--- src/rtl/instr_fetch_issue_pkg.sv ---
// Shared constants for the fetch/issue front end: opcodes, FSM encoding, field offsets.
package instr_fetch_issue_pkg;

   localparam logic [5:0] OP_RTYPE  = 6'd0;
   localparam logic [5:0] OP_LW     = 6'd1;
   localparam logic [5:0] OP_SW     = 6'd2;
   localparam logic [5:0] OP_BRANCH = 6'd3;

   localparam logic [0:0] FETCH = 1'b0;
   localparam logic [0:0] ISSUE = 1'b1;

   localparam int unsigned OPCODE_MSB = 31;
   localparam int unsigned OPCODE_LSB = 26;

   function automatic logic [5:0] get_opcode(input logic [31:0] instr);
      return instr[OPCODE_MSB:OPCODE_LSB];
   endfunction

endpackage

--- src/rtl/instr_fetch_issue_pc_next_calc.sv ---
// Combinational next-PC: sequential step plus optional sign-extended word offset.
module pc_next_calc
   import instr_fetch_issue_pkg::*;
#(
   parameter int unsigned ADDR_W  = 32,
   parameter int unsigned PC_STEP = 4
) (
   input  logic [ADDR_W-1:0] pc,
   input  logic              taken,
   input  logic [15:0]       imm,
   output logic [ADDR_W-1:0] next_pc
);

   logic [ADDR_W-1:0] offset;

   always_comb begin
      offset = '0;
      // Immediate counts words, so scale to bytes after sign extension.
      if (taken) offset = {{(ADDR_W-16){imm[15]}}, imm} << 2;
      next_pc = pc + ADDR_W'(PC_STEP) + offset;
   end

endmodule

--- src/rtl/instr_fetch_issue.sv ---
// Two-state fetch/issue front end: fetches one word, presents it, then advances the PC.
module instr_fetch_issue
   import instr_fetch_issue_pkg::*;
#(
   parameter int unsigned       ADDR_W   = 32,
   parameter logic [ADDR_W-1:0] RESET_PC = '0,
   parameter int unsigned       PC_STEP  = 4
) (
   input  logic              clk,
   input  logic              rst_n,
   output logic              imem_req,
   output logic [ADDR_W-1:0] imem_addr,
   input  logic              imem_ready,
   input  logic [31:0]       imem_rdata,
   output logic              issue_valid,
   input  logic              issue_ready,
   output logic [31:0]       issue_instr,
   output logic [5:0]        opcode,
   output logic [ADDR_W-1:0] issue_pc,
   input  logic              branch_taken,
   input  logic [15:0]       branch_imm,
   output logic [31:0]       issued_count
);

   logic [0:0]        state_q, state_d;
   logic [ADDR_W-1:0] pc_q, pc_d, next_pc;
   logic              req_q, req_d;
   logic              valid_q, valid_d;
   logic [31:0]       instr_q, instr_d;
   logic [ADDR_W-1:0] ipc_q, ipc_d;
   logic [31:0]       cnt_q, cnt_d;

   pc_next_calc #(
      .ADDR_W  (ADDR_W),
      .PC_STEP (PC_STEP)
   ) u_pc_next_calc (
      .pc      (pc_q),
      .taken   (branch_taken),
      .imm     (branch_imm),
      .next_pc (next_pc)
   );

   always_comb begin
      state_d = state_q;
      pc_d    = pc_q;
      req_d   = req_q;
      valid_d = valid_q;
      instr_d = instr_q;
      ipc_d   = ipc_q;
      cnt_d   = cnt_q;
      if (state_q == FETCH) begin
         // Request is idle only in the first cycle after reset.
         if (!req_q) begin
            req_d = 1'b1;
         end else if (imem_ready) begin
            instr_d = imem_rdata;
            ipc_d   = pc_q;
            req_d   = 1'b0;
            valid_d = 1'b1;
            state_d = ISSUE;
         end
      end else begin
         if (issue_ready) begin
            pc_d    = next_pc;
            cnt_d   = cnt_q + 32'd1;
            valid_d = 1'b0;
            // Re-request immediately so back-to-back throughput is one per 2 cycles.
            req_d   = 1'b1;
            state_d = FETCH;
         end
      end
   end

   always_ff @(posedge clk or negedge rst_n) begin
      if (!rst_n) begin
         state_q <= FETCH;
         pc_q    <= RESET_PC;
         req_q   <= 1'b0;
         valid_q <= 1'b0;
         instr_q <= '0;
         ipc_q   <= RESET_PC;
         cnt_q   <= '0;
      end else begin
         state_q <= state_d;
         pc_q    <= pc_d;
         req_q   <= req_d;
         valid_q <= valid_d;
         instr_q <= instr_d;
         ipc_q   <= ipc_d;
         cnt_q   <= cnt_d;
      end
   end

   assign imem_req     = req_q;
   assign imem_addr    = pc_q;
   assign issue_valid  = valid_q;
   assign issue_instr  = instr_q;
   assign opcode       = get_opcode(instr_q);
   assign issue_pc     = ipc_q;
   assign issued_count = cnt_q;

endmodule

--- config.mk ---
export PLATFORM = sky130hd
export DESIGN_NAME = instr_fetch_issue
export DESIGN_NICKNAME = d
export VERILOG_FILES = /design/src/rtl/instr_fetch_issue_pkg.sv /design/src/rtl/instr_fetch_issue_pc_next_calc.sv /design/src/rtl/instr_fetch_issue.sv
export SDC_FILE = /design/constraint.sdc
export NUM_CORES = 1
export LEC_CHECK = 0
export ABC_CLOCK_PERIOD_IN_PS = 5400
export BUFFER_PORTS_ARGS = -buffer_cell sky130_fd_sc_hd__buf_2
export CAP_MARGIN = 20
export CORE_UTILIZATION = 35
export CTS_CLUSTER_DIAMETER = 50
export DETAILED_ROUTE_END_ITERATION = 8
export GPL_TIMING_DRIVEN = 0
export PLACE_DENSITY_LB_ADDON = 0.25
export SLEW_MARGIN = 10
export SYNTH_ARGS = -nofsm -noshare
export SYNTH_HDL_FRONTEND = slang
export SYNTH_HIERARCHICAL = 1
export SYNTH_SLANG_ARGS = --single-unit
--- constraint.sdc ---
create_clock -name clk -period 5.4 [get_ports clk]
set_input_delay 0.27 -clock clk [delete_from_list [all_inputs] [get_ports clk]]
set_output_delay 0.27 -clock clk [all_outputs]
set_load 0.01 [all_outputs]
---- Word-level counts from Yosys, hierarchy flattened ----
Cells that the tools add are included.
W data, S select, Z words.
storage, ports and cells
  latch bits .............................. 0
  memory bits (writable) .................. 0
  memory bits (read-only) ................. 0
  bits in registers ....................... 131
  output and inout bits ................... 136
  memories ................................ 0
  input bits .............................. 53
  word-level logic and storage cells ...... 30
operators by class
  order comparisons ....................... 0
  multiply operators ...................... 0
  equality and inequality tests ........... 1
  shift operators ......................... 0
  reduce and logical (&&, ||, !) cells .... 5
  bitwise logic cells ..................... 1
  add/sub/neg operators ................... 3
  mux-type cells .......................... 13
  div/mod/pow operators ................... 0
operators with widths
  cell                     count
  $add A32 B1 Y32 const B  1
  $add A32 B3 Y32 const B  1
  $add A32 B32 Y32         1
  $mux W32                 1
  $mux W1                  12
  $reduce_and A3 Y1        2
  $reduce_bool A2 Y1       2
  $ne A2 B2 Y1 const B     1
  $reduce_and A2 Y1        1
  $not A1 Y1               1

---- Logic depth before layout (Yosys ltp) ----
Gate-level depths: netlist of run 1.
  word-level depth ........................ 3
  mapped depth ............................ 15
  gate-level depth less buffers ........... 13

---- Cells and area by module ----
The synthesis of run 1 kept the hierarchy.
by module, submodules not included
  module             times used  seq. area each (um^2)  area an instance (um^2)  cells each
  instr_fetch_issue  1           3278.1                 5192.5                   343
  pc_next_calc       1           0.0                    1996.9                   265

---- Worst setup path after synthesis of run 1 ----
No wires, ideal clock.
  path kind ............................... input -> register
  from .................................... input port branch_taken
  to ...................................... register pc_q[31], in the netlist imem_addr[31]
  required time ........................... 5.275 ns
  buffers on the path ..................... 2
  stages on the path ...................... 14
  path slack .............................. 2.064 ns
  library setup time ...................... 0.125 ns
  arrival time ............................ 3.211 ns
  path through ............................ clkbuf_1 -> clkbuf_1 -> and2_1 -> ha_1 -> ha_1 -> fa_1 -> a211oi_1 -> o21ai_1 -> o21ai_1 -> o211ai_1 -> a31o_2 -> a221oi_2 -> xnor2_1 -> mux2_2
between the ends
  cells in the longest elaborated chain, start to end .. 2
ends and longest elaborated chain
  what                   line                                  text
  start, declared        instr_fetch_issue.sv:20               input logic branch_taken,
  $mux W32               instr_fetch_issue_pc_next_calc.sv:19  if (taken) offset = {{(ADDR_W-16){imm[15]}}, imm} << 2;
  $add A32 B32 Y32       instr_fetch_issue_pc_next_calc.sv:20  next_pc = pc + ADDR_W'(PC_STEP) + offset;
  named net next_pc[31]  instr_fetch_issue.sv:26               logic [ADDR_W-1:0] pc_q, pc_d, next_pc;
  end signal, assigned   instr_fetch_issue.sv:85               pc_q <= pc_d;
  end, declared          instr_fetch_issue.sv:26
The timed path passes the listed nets, and every way through them passes these cells.
A chain may end at the register's enable or synchronous reset.

---- Worst setup path after layout of run 1 ----
  from .................................... input port branch_taken
  to ...................................... register pc_q[27], in the netlist imem_addr[27]
Same word-level chain as after synthesis.

==> results of run 1 <==
-- cell type report --
type | instances | area, um^2
multi-input cells | 433 | 3670
plain buffers | 32 | 198
clock inverters | 14 | 144
fillers | 1938 | 11100
flip-flops and latches | 131 | 3280
repair buffers | 190 | 988
clock buffers | 18 | 429
inverters | 12 | 45.0
well taps | 270 | 338
-- worst paths after layout --
kind | start | end | slack, ps
max in group asynchronous | rst_n | imem_addr[1] | 4290
worst max-delay path | branch_taken | imem_addr[27] | 1470
worst max register to register | imem_addr[3] | imem_addr[27] | 1870
worst min register to register | issued_count[31] | issued_count[31] | 470
min in group asynchronous | rst_n | issue_pc[20] | 370
worst min-delay path | imem_rdata[10] | issue_instr[10] | 80
-- worst max-delay path: cells and delay by family --
family | cells | cell delay (ps)
compound gates | 6 | 1590
xor+xnor | 1 | 190
fa+ha+maj | 3 | 870
buf+inv | 3 | 850
mux | 1 | 270
simple gates | 1 | 200
-- power by group through the flow --
stage	logic [W]	registers, W	clock network [W]
2_1_floorplan	0.00141	0.00182	0
3_3_place_gp	0.00231	0.00167	0
3_5_place_dp	0.00232	0.00168	0
4_1_cts	0.00234	0.00166	0.00118
5_1_grt	0.00255	0.00172	0.00122
6_report	0.00231	0.00165	0.00114
-- flip-flops by register name, indices dropped and copies added (netlist names) --
| register | count |
|---|---|
| issued_count | 32 |
| issue_pc | 32 |
| issue_instr | 32 |
| issue_valid | 1 |
| state_q | 1 |
| imem_req | 1 |
| imem_addr | 32 |
-- layer usage --
metal	vias up	GRT usage, %	routed length [um]
li1	2601	-	-
met1	2560	21.3	7860
met2	122	25.8	7680
met3	13	4.06	723
met4	0	4.74	176
met5	-	0	0
-- repair_timing --
action,in CTS,in global routing
resized for setup,0,0
hold endpoints to repair,54,0
hold buffers,1,0
setup endpoints to repair,0,0
-- cells in the final DEF (no fill, tap or decap), types with 7 or more instances in the layout --
master / Yosys / routed
a21oi_1: 22 / 22
inv_1: 12 / 12
nand3_1: 17 / 17
clkbuf_1: 6 / 7
buf_2: 4 / 191
and3_1: 17 / 17
o21ai_0: 13 / 13
clkbuf_16: 0 / 17
nand4_1: 17 / 17
nor2_1: 14 / 14
dfrtp_1: 131 / 131
buf_4: 9 / 9
and2_1: 18 / 18
nand2_1: 32 / 32
mux2_2: 97 / 97
ha_1: 44 / 44
xnor2_1: 53 / 53
xor2_1: 20 / 20
-- stage by stage --
step                      worst slack (ps)  hold slack [ps]  util (%)  power (W)
after floorplan                       2060            -25.6         -    0.00323
after global routing                  1110             59.3      45.1    0.00549
after detailed placement               986              230      42.2    0.00400
after global placement                 976              454      42.0    0.00398
after CTS                             1420             59.6      45.1    0.00518
final                                 1470             76.1      45.1    0.00510
-- kinds of logic (layout without fill, tap and decap cells) --
logic type / after synthesis / after routing / share of synthesized area, %
multiplexers: 98 / 98 / 15.3
AND/OR/NAND/NOR: 145 / 145 / 12.1
AO/OA/AOI/OAI: 72 / 72 / 6.79
flip-flops: 131 / 131 / 45.6
adder cells (fa/ha/maj): 45 / 45 / 7.94
XOR/XNOR: 73 / 73 / 8.89
buffers and inverters: 44 / 266 / 3.38
==> results.ini, run 1 <==
[route]
avgViaCountPerCell = 4.81
routedWlPerCell_um = 15.0
via_count = 5296
remaining_drc_errors = 0
drt_iter0_drc = 192
routed_wirelength_mm = 16.4
firstDrtPassIters = 4
drtAntennaViolNets = 0

[global_routing]
antenna_found_initial = 0
first_global_vias = 5144
grt_max_degree = 78
grt-ovfl-total = 0
grtUsageTotal_pct = 16.1
grt_pass1_wl_mm = 26.9

[floorplan]
dieArea_mm2 = 0.0211
design.core.area_mm2 = 0.0202
die-width_um = 145
initial_core_util_pct = 35.6
io_pins = 189
num_rows = 52
die_y_um = 145

[worst_setup_path]
slowest_stage = clkbuf_1
path_cells = buf_2 > clkbuf_1 > clkbuf_1 > and2_1 > ha_1 > ha_1 > fa_1 > a211oi_1 > o21ai_1 > o21ai_1 > o211ai_1 > a211oi_2 > o211ai_1 > xor2_1 > mux2_2
critPathMaxStageDelay_ps = 440
reg2reg_depth = 11
crit_required_ps = 5700
cp_max_fo = 10
crit_type = input port to flip-flop
crit_path_end_kind = flip-flop
start_kind = input port
arrival_ps = 4240

[timing]
drv_slew = 0
setup-violations-final = 0
min_period_ps = 3930
fin_crit_sh_pct = 72.8
fin_skew_ps = 7.97
timing.fmax_mhz = 254
setup_tns_ps = 0
rsz0062_at_grt = false
hold_viol = 0
slew_headroom_pct = 32.9
worst_pin_slew_ps = 998

[yosys]
synth_top_area_cell = dfrtp_1
synth_warnings = 6
syn_area_mm2 = 0.00719
synth_edf_count = 0
synth_area_leaders = dfrtp_1, mux2_2, ha_1
synth-seq-cells = 131
synth.distinct_cells = 56
synth_fp_nets = 706
syn_area_per_cell_um2 = 11.8
syn_inst = 608
synth-main-ff-cell = dfrtp_1
ys_seq_area_share_pct = 45.6
yosysTopAreaCellShare_pct = 45.6
synthTopCellsByCount = dfrtp_1, mux2_2, xnor2_1
yosysMostFrequentCell = dfrtp_1
synth_async_sr_flop_share_pct = 100

[finish]
final-instance-count-excl-fill = 1100
nets = 915
post-route-cell-area_mm2 = 0.00909
drive_above_1_share_pct = 43.3
area_delta_synth_final_pct = 26.4
num_antenna_cells = 0

[clock_tree]
post_cts_buffers = 0
htreeDepth = 4
clockBufferDepth = 2
cts.clk_slew.worst_paths_ps = 70
cts_root_buffer = clkbuf_16
clk_latency_ps = 420
cts_tree = yes
clock-sinks = 131
numCtsBuffers = 17

[power]
power.density_mw_per_mm2 = 562
power_switching_w = 0.00194
intPower_w = 0.00317
clock_power_share_pct = 22.4
p_sw_share_pct = 37.9
comb_power_share_pct = 45.2
ir_drop_uv = 238
sequentialPowerShare_pct = 32.4
leakagePower_nw = 4.44

[run]
drv_cap = 0

[worst_hold_path]
min_path_type = input port to flip-flop
hold_path_depth = 2

[place]
dp.cells = 1067
placed_area_mm2 = 0.00851
portBuffers = 188
gp_congestion = 0.825
dpl.hpwl_mm = 11.9

[outcome]
status = complete, no violations

(Power assumes the default switching activity.)
==> run 2: changes to the inputs <==
- ABC_CLOCK_PERIOD_IN_PS: 5400 -> 4100
- clock period: 5.4 -> 4.1 ns (I/O delays scaled with it)
==> run 2 against run 1 <==
  * Via count grew 0.57%
  * Final cell count grew 0.64%
  * Critical path type unchanged
  * Die area is the same
==> results.ini, run 2 (synthesized netlist as in run 1, its figures left out) <==
[worst_setup_path]
arrival_ps = 4020  ; -220 ps
slowest_stage = fa_1
critPathMaxStageDelay_ps = 490  ; +50 ps
crit-reg2reg-launch = imem_addr[3]
crit_path_end_kind = flip-flop
crit_start = branch_taken
start_kind = input port
path_cells = buf_2 > clkbuf_1 > clkbuf_1 > and2_1 > ha_1 > fa_1 > a211oi_1 > o21ai_1 > o21ai_1 > o211ai_1 > a211oi_2 > o211ai_1 > xor2_1 > mux2_2
crit_required_ps = 4400  ; -1300 ps
cp_max_fo = 10  ; unchanged
crit_type = input port to flip-flop

[floorplan]
design.core.area_mm2 = 0.0202  ; unchanged
dieArea_mm2 = 0.0211  ; unchanged
die_y_um = 145  ; unchanged
io_pins = 189  ; unchanged
initial_core_util_pct = 35.6  ; unchanged
num_rows = 52  ; unchanged
die-width_um = 145  ; unchanged

[global_routing]
grt_pass1_wl_mm = 27.1  ; +0.80%
antenna_found_initial = 0  ; unchanged
first_global_vias = 5191  ; +0.91%
grtUsageTotal_pct = 16.2  ; +0.13 points
grt-ovfl-total = 0  ; unchanged
grt_max_degree = 78  ; unchanged

[clock_tree]
cts.clk_slew.worst_paths_ps = 60  ; about the same
numCtsBuffers = 17  ; unchanged
post_cts_buffers = 0  ; unchanged
cts_tree = yes
clock-sinks = 131  ; unchanged
clk_latency_ps = 420  ; about the same
clockBufferDepth = 2  ; unchanged
cts_root_buffer = clkbuf_16
htreeDepth = 4  ; unchanged

[place]
gp_congestion = 0.825  ; unchanged
dpl.hpwl_mm = 11.9  ; unchanged
placed_area_mm2 = 0.00851  ; unchanged
dp_slack_ps = -249  ; -1230 ps
portBuffers = 188  ; unchanged

[route]
drtAntennaViolNets = 0  ; unchanged
routed_wirelength_mm = 16.6  ; +0.76%
remaining_drc_errors = 0  ; unchanged
routedWlPerCell_um = 15.0  ; +0.12%
avgViaCountPerCell = 4.81  ; about the same
via_count = 5326  ; +0.57%
drt_iter0_drc = 208  ; +8.3%
firstDrtPassIters = 4  ; unchanged

[finish]
num_antenna_cells = 0  ; unchanged
nets = 922  ; +0.77%
area_delta_synth_final_pct = 27.4
most-common-layout-cells = buf_2, dfrtp_1, mux2_2
drive_above_1_share_pct = 43.0  ; -0.24 points
post-route-cell-area_mm2 = 0.00916  ; +0.78%
fillCellCount = 1929  ; -0.46%
final_common_cell = buf_2

[timing]
slew_headroom_pct = 32.8  ; -0.19 points
drv_slew = 0  ; unchanged
fin_skew_ps = 7.98  ; +0.0121 ps
worst_pin_slew_ps = 1000  ; +2.76 ps
fin_crit_sh_pct = 90.7
worst_slack_ps = 382  ; -1080 ps
timing.fmax_mhz = 269
min_period_ps = 3720
setup-violations-final = 0  ; unchanged
rsz0062_at_grt = false
hold_viol = 0  ; unchanged

[outcome]
status = complete, no violations

[power]
power.density_mw_per_mm2 = 734  ; +31%
leakagePower_nw = 4.47  ; +0.73%
ir_drop_uv = 313  ; +32%

[run]
drv_cap = 0  ; unchanged

[worst_hold_path]
min_path_type = input port to flip-flop
hold_start = imem_rdata[29]

run 2: repair_timing:
| item | in CTS | in global routing |
|---|---|---|
| endpoints found under the hold margin | 61 | 0 |
| endpoints found under the setup margin | 0 | 4 |
| gates resized for setup | 0 | 2 |
| hold buffers | 8 | 0 |
run 2: critical path, delay by kind of cell:
kind	cells	cell delay [ps]
XOR/XNOR	1	190
AND/OR/NAND/NOR	1	210
buffers and inverters	3	800
multiplexers	1	270
adder cells (fa/ha/maj)	2	760
AO/OA/AOI/OAI	6	1590
run 2: worst paths after layout:
check,endpoint,slack (ps),depth (start not counted)
max in group asynchronous,imem_addr[0],3060,3
setup / recovery,imem_addr[27],380,14
min in group asynchronous,issue_pc[20],300,2
hold / removal,issue_instr[29],20,2
hold reg to reg,issued_count[31],470,1
setup reg to reg,imem_addr[27],570,11
run 2: power by group:
part,internal (W),switching [W]
clock,0.000855,0.000650
sequential,0.00180,0.000374
combinational,0.00152,0.00152
run 2: per-layer routing:
layer,global-route usage (%),up-vias,routed length [um]
li1,-,2613,-
met1,21.4,2575,7890
met2,26.2,125,7760
met3,4.09,13,749
met4,4.74,0,176
met5,0,-,0
run 2: through the flow:
stage	cells	hold slack [ps]	TNS (ps)	power (W)	util [%]
after global placement	1066	436	-1040	0.00524	42.0
final	1107	15.3	0	0.00673	45.4
after floorplan	608	-90.6	0	0.00425	-
after global routing	1107	0.139	0	0.00724	45.4
after detailed placement	1067	165	-964	0.00527	42.2
after CTS	1107	0.211	0	0.00683	45.4
run 2: area by class of cell:
type	count	area [um^2]	area share [%]
tap	270	338	3.69
buffer	32	199	2.17
clock buffer	18	429	4.69
multi-input combinational	433	3670	40.0
clock inverter	14	144	1.57
timing repair buffer	197	1060	11.6
sequential	131	3280	35.8
inverter	12	45.0	0.492
==> run 3: changes to the inputs <==
- CORE_UTILIZATION: 35 -> 30
==> run 3 against run 2 <==
  * Non-clock buffer count rose by 7
  * Clock-buffer cell count shrank 1
  * Largest cell class unchanged
  * Sequential power barely moved
  * First-iteration DRC count grew 4.8%
  * Via count is 0.88% higher
==> results.ini, run 3 (synthesized netlist as in run 1, its figures left out) <==
[clock_tree]
clk_latency_ps = 420  ; about the same
clockBufferDepth = 2  ; unchanged
cts_root_buffer = clkbuf_16
cts.clk_slew.worst_paths_ps = 60  ; about the same
numCtsBuffers = 17  ; unchanged
clock-sinks = 131  ; unchanged
htreeDepth = 4  ; unchanged
cts_tree = yes

[power]
power_switching_w = 0.00254  ; -0.21%
total_power_w = 0.00684  ; +1.6%
comb_power_share_pct = 44.9  ; -0.4 points
ir_drop_uv = 294  ; -6.0%
leakagePower_nw = 4.53  ; +1.2%
sequentialPowerShare_pct = 31.9  ; -0.4 points
power.density_mw_per_mm2 = 733  ; -0.18%
p_sw_share_pct = 37.2  ; -0.68 points
clock_power_share_pct = 23.2  ; +0.8 points
intPower_w = 0.00429  ; +2.7%

[worst_setup_path]
cp_max_fo = 10  ; unchanged
crit-reg2reg-launch = imem_addr[3]
slowest_stage = fa_1
critPathMaxStageDelay_ps = 430  ; -60 ps
r2r_slack_ps = 580  ; about the same
reg2reg_depth = 11  ; unchanged
path_cells = buf_2 > clkbuf_1 > clkbuf_2 > and2_1 > ha_1 > ha_1 > fa_1 > a211oi_1 > o21ai_1 > o21ai_1 > o211ai_1 > a211oi_2 > o211ai_1 > xor2_1 > mux2_2
crit_type = input port to flip-flop
crit_required_ps = 4400  ; about the same
crit_path_end_kind = flip-flop
start_kind = input port
arrival_ps = 4050  ; +30 ps
r2r-end = imem_addr[27]

[place]
gp_congestion = 0.830  ; +0.59%
dp.cells = 1116  ; +4.6%
placed_area_mm2 = 0.00857  ; +0.72%
dpl.hpwl_mm = 12.4  ; +3.6%
portBuffers = 188  ; unchanged

[global_routing]
grt-ovfl-total = 0  ; unchanged
grt_pass1_wl_mm = 27.4  ; +0.84%
first_global_vias = 5230  ; +0.75%
grtUsageTotal_pct = 14.3  ; -1.9 points
grt_max_degree = 75  ; -3.8%
antenna_found_initial = 0  ; unchanged

[floorplan]
initial_core_util_pct = 30.6  ; -5.0 points
die-width_um = 157  ; +7.9%
io_pins = 189  ; unchanged
die_y_um = 157  ; +7.9%
dieArea_mm2 = 0.0246  ; +16%
num_rows = 56  ; +7.7%
design.core.area_mm2 = 0.0235  ; +16%

[route]
via_count = 5373  ; +0.88%
firstDrtPassIters = 4  ; unchanged
routedWlPerCell_um = 14.8  ; -1.2%
drtAntennaViolNets = 0  ; unchanged
drt_iter0_drc = 218  ; +4.8%
remaining_drc_errors = 0  ; unchanged
routed_wirelength_mm = 17.2  ; +3.7%
avgViaCountPerCell = 4.62  ; -3.9%

[timing]
holdWs_ps = 17.6  ; +2.31 ps
setup_tns_ps = 0  ; unchanged
drv_slew = 0  ; unchanged
timing.fmax_mhz = 266  ; -0.92%
min_period_ps = 3750  ; +34.4 ps
fin_crit_sh_pct = 91.5  ; +0.84 points
fin_skew_ps = 9.63  ; +1.65 ps
rsz0062_at_grt = false
hold_viol = 0  ; unchanged
setup-violations-final = 0  ; unchanged
slew_headroom_pct = 36.6  ; +3.8 points
worst_pin_slew_ps = 943  ; -57.0 ps

[finish]
area_delta_synth_final_pct = 29.7
most-common-layout-cells = buf_2, dfrtp_1, mux2_2
nets = 929  ; +0.76%
drive_above_1_share_pct = 42.7  ; -0.31 points
final_common_cell = buf_2
post-route-cell-area_mm2 = 0.00933  ; +1.8%
final-instance-count-excl-fill = 1162  ; +5.0%
num_antenna_cells = 0  ; unchanged

[worst_hold_path]
hold_path_depth = 2  ; unchanged
min_path_type = input port to flip-flop
min_to = issue_instr[22]
hold_start = imem_rdata[22]

[run]
drv_cap = 0  ; unchanged

[outcome]
status = complete, no violations

run 3: cell count changes in the layout (fill, tap and decap cells not counted):
cell / change
inv_8: -2
clkinv_4: +6
inv_6: -4
clkinvlp_4: -3
bufinv_16: +2
clkbuf_1: -1
clkinv_2: +1
dlygate4sd3_1: +7
run 3: critical path: cells and delay by family:
family,cells,cell delay (ps)
AO/OA/AOI/OAI,6,1570
XOR/XNOR,1,180
adder cells (fa/ha/maj),3,880
buffers and inverters,3,740
multiplexers,1,270
AND/OR/NAND/NOR,1,180
run 3: worst max path at each step:
stage | start | end | slack [ps] | depth (start not counted)
5_1_grt | branch_taken | imem_addr[27] | 70 | 14
3_5_place_dp | branch_taken | imem_addr[27] | -290 | 15
4_1_cts | branch_taken | imem_addr[27] | 160 | 15
6_report | branch_taken | imem_addr[27] | 350 | 15
2_1_floorplan | branch_taken | imem_addr[31] | 830 | 14
3_3_place_gp | branch_taken | imem_addr[27] | -340 | 15
run 3: power by group through the flow:
stage	combinational (W)	clock [W]	sequential [W]
global route	0.00341	0.00168	0.00227
CTS	0.00311	0.00164	0.00219
finish	0.00307	0.00158	0.00218
detailed placement	0.00307	0	0.00221
global placement	0.00306	0	0.00219
floorplan	0.00185	0	0.00240
run 3: per-layer routing:
layer | global-route usage (%) | part of all wire [%] | vias up
met5 | 0 | 0 | -
met4 | 4.72 | 1.0 | 0
met3 | 3.46 | 4.4 | 10
met2 | 22.7 | 48 | 126
met1 | 19.1 | 47 | 2610
li1 | - | - | 2627
run 3: area by class of cell:
class / instances / area (um^2)
Fill cell: 2328 / 14100
Multi-Input combinational cell: 433 / 3670
Sequential cell: 131 / 3280
Timing Repair Buffer: 204 / 1130
Clock buffer: 17 / 425
Tap cell: 319 / 399
Buffer: 32 / 199
Clock inverter: 14 / 181
Inverter: 12 / 45.0
run 3: what timing repair did:
item	in CTS	in global routing
setup buffers	0	0
hold buffers	14	1
resized for setup	0	2
endpoints found under the setup margin	0	3
endpoints found under the hold margin	70	1
run 3: per-stage QoR:
stage	utilization (%)	worst slack, ps
after detailed placement	36.5	-288
after floorplan	-	829
after CTS	39.7	160
after global routing	39.7	73.4
final	39.7	347
after global placement	36.3	-336
